==> src/rtl/calc_pkg.sv <==
// calc_pkg: shared types and width helpers for the arithmetic unit
package calc_pkg;
  typedef enum logic [1:0] {TX_IDLE, TX_SHIFT, TX_DONE} tx_state_t;
  function automatic int bitcnt_w(input int n);
    return $clog2(n + 1);
  endfunction
endpackage

==> src/rtl/bit_down_counter.sv <==
// bit_down_counter: loadable down counter with clear and zero/one flags
module bit_down_counter #(
  parameter int W = 4
) (
  input  logic         CLK,
  input  logic         clr_n,
  input  logic         load,
  input  logic         dec,
  input  logic [W-1:0] load_val,
  output logic [W-1:0] cnt,
  output logic         zero,
  output logic         one
);
  // clear wins over load, load wins over decrement; never wraps below zero
  always_ff @(posedge CLK)
    if (!clr_n) cnt <= '0;
    else if (load) cnt <= load_val;
    else if (dec && !zero) cnt <= cnt - 1'b1;
  assign zero = cnt == '0;
  assign one  = cnt == W'(1);
endmodule

==> src/rtl/serial_word_tx.sv <==
// serial_word_tx: parallel-in/serial-out word transmitter with shift strobe
module serial_word_tx
  import calc_pkg::*;
#(
  parameter int N         = 8,
  parameter bit MSB_FIRST = 1'b1
) (
  input  logic                   CLK,
  input  logic                   RST_N,
  input  logic [N-1:0]           D,
  input  logic                   START,
  input  logic                   ABORT,
  output logic                   READY,
  output logic                   SerOut,
  output logic                   SH,
  output logic                   DONE,
  output logic [bitcnt_w(N)-1:0] BITCNT
);
  localparam int W = bitcnt_w(N);
  tx_state_t state, state_nxt;
  logic [N-1:0] word, word_nxt;
  logic accept, kill, cnt_one, cnt_zero, bit_nxt;
  // next state, next shift word and the bit that will sit on SerOut next cycle
  always_comb begin
    accept    = state == TX_IDLE && START;
    kill      = state == TX_SHIFT && ABORT;
    state_nxt = accept ? TX_SHIFT :
                kill ? TX_IDLE :
                (state == TX_SHIFT && cnt_one) ? TX_DONE :
                state == TX_DONE ? TX_IDLE : state;
    word_nxt  = accept ? D :
                state == TX_SHIFT ? (MSB_FIRST ? word << 1 : word >> 1) : word;
    bit_nxt   = MSB_FIRST ? word_nxt[N-1] : word_nxt[0];
  end
  // state register
  always_ff @(posedge CLK)
    if (!RST_N) state <= TX_IDLE;
    else state <= state_nxt;
  // shift word, captured only on accept so later D changes cannot leak in
  always_ff @(posedge CLK)
    if (!RST_N) word <= '0;
    else word <= word_nxt;
  // outputs registered from the next state so they line up with it
  always_ff @(posedge CLK)
    if (!RST_N) begin
      READY  <= 1'b1;
      SH     <= 1'b0;
      SerOut <= 1'b0;
      DONE   <= 1'b0;
    end else begin
      READY  <= state_nxt == TX_IDLE;
      SH     <= state_nxt == TX_SHIFT;
      SerOut <= state_nxt == TX_SHIFT && bit_nxt;
      DONE   <= state_nxt == TX_DONE;
    end
  bit_down_counter #(.W(W)) u_cnt (
    .CLK     (CLK),
    .clr_n   (RST_N && !kill),
    .load    (accept),
    .dec     (state == TX_SHIFT),
    .load_val(W'(N)),
    .cnt     (BITCNT),
    .zero    (cnt_zero),
    .one     (cnt_one)
  );
endmodule
==> config.mk <==
export PLATFORM = sky130hd
export DESIGN_NAME = serial_word_tx
export DESIGN_NICKNAME = d
export VERILOG_FILES = /design/src/rtl/calc_pkg.sv /design/src/rtl/bit_down_counter.sv /design/src/rtl/serial_word_tx.sv
export SDC_FILE = /design/constraint.sdc
export NUM_CORES = 1
export LEC_CHECK = 0
export CAP_MARGIN = 20
export CORE_AREA = 2 2 46 48
export DETAILED_ROUTE_END_ITERATION = 7
export DIE_AREA = 0 0 48 50
export GPL_ROUTABILITY_DRIVEN = 0
export PLACE_DENSITY_LB_ADDON = 0.25
export SETUP_SLACK_MARGIN = 0.3
export SYNTH_ARGS = -nofsm -noshare
export SYNTH_HDL_FRONTEND = slang
export SYNTH_SLANG_ARGS = --single-unit
==> constraint.sdc <==
create_clock -name CLK -period 3 [get_ports CLK]
set_input_delay 0.6 -clock CLK [delete_from_list [all_inputs] [get_ports CLK]]
set_output_delay 0.6 -clock CLK [all_outputs]
set_load 0.02 [all_outputs]
==> out/qor.csv <==
stage,metric,value,unit
finish,num-nets-final,122,
power_and_ir_drop,p_int,371.3,uW
critical_path,path_class,reg -> out,
die,std_cell_rows,16,
sta,slew-limit-headroom,66.82,%
power_and_ir_drop,p_clk_share,29.2,%
route,drt_iter0_drc,19,
sta,hold_viol,0,
logic_synthesis,synthSimpleGateAreaFrac,11.76,%
die,die_w,48,um
grt,grt_max_degree,12,
power_and_ir_drop,powerDensity,481.4,mW/mm^2
clocking,path_clk_slew,0.10,ns
sta,post-route-min-period,1.991,ns
logic_synthesis,ys_seq_area_share,45.14,%
sta,report.final.slew_viol_count,0,
worst_hold_path,hp-class,reg -> reg,
finish,regArea,360.3,um^2
clocking,cts-hold-fix-buffers,0,
logic_synthesis,synth_compound_area_share,31.03,%
critical_path,cp_slowest_cell,clkdlybuf4s50_1,
route,drt-total-wl,1.656,mm
grt,antenna_found_initial,0,
clocking,clk_latency,0.29,ns
finish,syn2layout_area_growth,29.31,%
logic_synthesis,ys.flop_type,dfxtp_1,
logic_synthesis,syn-cell-area,798.3,um^2
power_and_ir_drop,ir_drop,0.0002569,V
die,fp.dieH,50,um
power_and_ir_drop,comb_power_share,17.1,%
clocking,cts_max_path_buffers,2,
clocking,cts_setup_buffers,0,
critical_path,cp_max_fo,7,
critical_path,end_kind,primary output,
power_and_ir_drop,p_seq_share,53.7,%
critical_path,crit_chain,clkdlybuf4s50_1,
critical_path,reg2reg_setup_slack,1.48,ns
logic_synthesis,ys_ff_latch,18,
sta,finalSetupTns,0,ns
logic_synthesis,yosysUniqueCellTypes,29,
grt,overflow,0,
die,core-area,0.001902,mm^2
clocking,cts.repair.resized,0,
logic_synthesis,synthMuxAreaShare,1.254,%
sta,rsz0062_at_grt,false,
grt,grt_pass1_vias,610,
clocking,cts_tree,built,
sta,period_share,66.37,%
finish,drive_gt1_share,6.604,%
clocking,cts_sinks,18,
sta,timing.fmax,502.2,MHz
route,vias_per_cell,5.361,
finish,fillCellCount,188,
critical_path,crit_buf_inv,1,
die,io_pins,20,
sta,worst_pin_slew,0.4967,ns
run_status,status,completed,
die,dieArea,0.002400,mm^2
placed_design,dp_hpwl,1.183,mm
critical_path,max_stage_delay,0.65,ns
placed_design,place_area,996.0,um^2
finish,multiInputGateArea,389.1,um^2
critical_path,required,2.40,ns
critical_path,critPathCapture,BITCNT[2],
critical_path,rr_startpoint,state[0],
logic_synthesis,synth_cells,88,
finish,diodes,0,
clocking,clockRootBuffer,clkbuf_4,
sta,whs,0.4803,ns
clocking,numCtsBuffers,3,
logic_synthesis,synth_top_family_by_area,compound AO/OA/AOI/OAI gates,
route,firstDrtPassIters,7,
placed_design,port_buffers,19,
power_and_ir_drop,p_sw_share,25.28,%
route,wire_per_inst,12.45,um
critical_path,start_kind,flip-flop,
route,drc,0,
logic_synthesis,yosysWarningCount,0,
critical_path,rr_worst_depth,3,
placed_design,dp_slack,1.105,ns
power_and_ir_drop,p_leak,0.3829,nW
route,antenna_left,0,
power_and_ir_drop,p_switching,125.6,uW
logic_synthesis,synthAdderAreaFrac,4.702,%
finish,postLayoutCoreUtil,54.28,%
logic_synthesis,syn_nets,103,
sta,setup_violations,0,
critical_path,crit_start,u_cnt.cnt[2],
logic_synthesis,async_flop_share,0,%
sta,skew,0.007452,ns
critical_path,path_delay_family,buffers and inverters,
critical_path,crit_cells,1,
sta,layout_setup_ws,1.009,ns
logic_synthesis,synth_xor_area_share,0,%
die,initial_core_util,41.97,%
route,num_vias,713,
logic_synthesis,synth_edf_count,0,
clocking,htreeDepth,1,
logic_synthesis,syn_avg_cell_area,9.071,um^2
grt,grt_usage,14.78,%
critical_path,cp.arrival,1.39,ns
run,cap_viol_max_count,0,
grt,grt_pass1_wl,2.559,mm
critical_path,worstReg2RegEnd,u_cnt.cnt[3],
finish,design_area,0.001032,mm^2
-- kinds of logic (layout without fill, tap and decap cells) --
group	Yosys count	in the layout
AO/OA/AOI/OAI	40	40
flip-flops	18	18
AND/OR/NAND/NOR	15	15
buffers and inverters	11	29
adder cells (fa/ha/maj)	3	3
multiplexers	1	1
-- how the worst min path moves through the flow --
stage	start	cells past startpoint	slack, ns	end
floorplan	word[0]	2	0.45	word[0]
CTS	word[0]	2	0.48	word[0]
global placement	word[0]	2	0.46	word[0]
global route	word[0]	2	0.50	word[0]
detailed placement	word[0]	2	0.46	word[0]
finish	word[0]	2	0.48	word[0]
-- worst reg2reg max path: stages (launching register included) --
cell	delay, ns
dfxtp_1	0.51
nor2b_1	0.48
a31oi_1	0.16
a221oi_1	0.28
-- per-stage QoR --
step,std cells,total power [mW]
5_1_grt,133,0.5242
2_1_floorplan,88,0.3224
3_5_place_dp,129,0.3559
4_1_cts,133,0.5036
3_3_place_gp,129,0.3550
6_report,133,0.4969
-- power groups by stage --
stage	Clock, mW	Combinational, mW	Sequential [mW]
after floorplan	0	0.0485	0.274
after CTS	0.152	0.0847	0.266
after global routing	0.162	0.0935	0.269
after global placement	0	0.0837	0.271
final	0.145	0.0850	0.267
after detailed placement	0	0.0842	0.272
-- cells in the mapped netlist, types with 2 or more instances --
master	number	area, um^2
nor4_1	2	12.51
a31oi_1	2	12.51
a21oi_1	13	65.06
o21ai_0	9	45.04
ha_1	3	37.54
nand3_1	2	10.01
buf_2	3	15.01
dfxtp_1	18	360.4
nor2b_1	2	12.51
a311oi_1	2	17.52
o22ai_1	6	37.54
nand2b_1	3	18.77
inv_1	6	22.52
a211oi_1	2	15.01
-- cell type report --
class	count	area share [%]
flip-flops and latches	18	34.91
clock buffers	4	3.515
inverters	6	2.182
multi-input cells	59	37.70
well taps	27	3.273
repair buffers	19	18.42
-- layer usage --
layer / track usage (%) / vias to the layer above / part of all wire (%)
li1: - / 366 / -
met1: 20.09 / 322 / 48
met2: 22.22 / 23 / 45
met3: 3.297 / 2 / 5.5
met4: 5.405 / 0 / 0.79
met5: 0 / - / 0
-- sequential cells by signal, summed over array words and instances (netlist names) --
| name | count |
|---|---|
| SerOut | 1 |
| READY | 1 |
| u_cnt.cnt | 4 |
| word | 8 |
| DONE | 1 |
| state | 2 |
| SH | 1 |
-- placed cells by master, fill, tap and decap left out, drive strengths merged --
cell | netlist | routed
or3b | 2 | 2
ha | 3 | 3
clkdlybuf4s50 | 0 | 19
o21ba | 1 | 1
a21oi | 13 | 13
o31a | 1 | 1
clkbuf | 1 | 4
o211a | 1 | 1
nand2 | 1 | 1
a311oi | 2 | 2
nand2b | 3 | 3
a221oi | 1 | 1
mux2i | 1 | 1
nor4 | 2 | 2
nand3b | 1 | 1
o221ai | 1 | 1
o21ai | 9 | 9
nor3b | 1 | 1
nor2b | 2 | 2
dfxtp | 18 | 18
nand3 | 2 | 2
a31oi | 2 | 2
inv | 6 | 6
a21o | 1 | 1
nor2 | 1 | 1
o22ai | 6 | 6
a211oi | 2 | 2
Power figures use the tool's default switching activity.
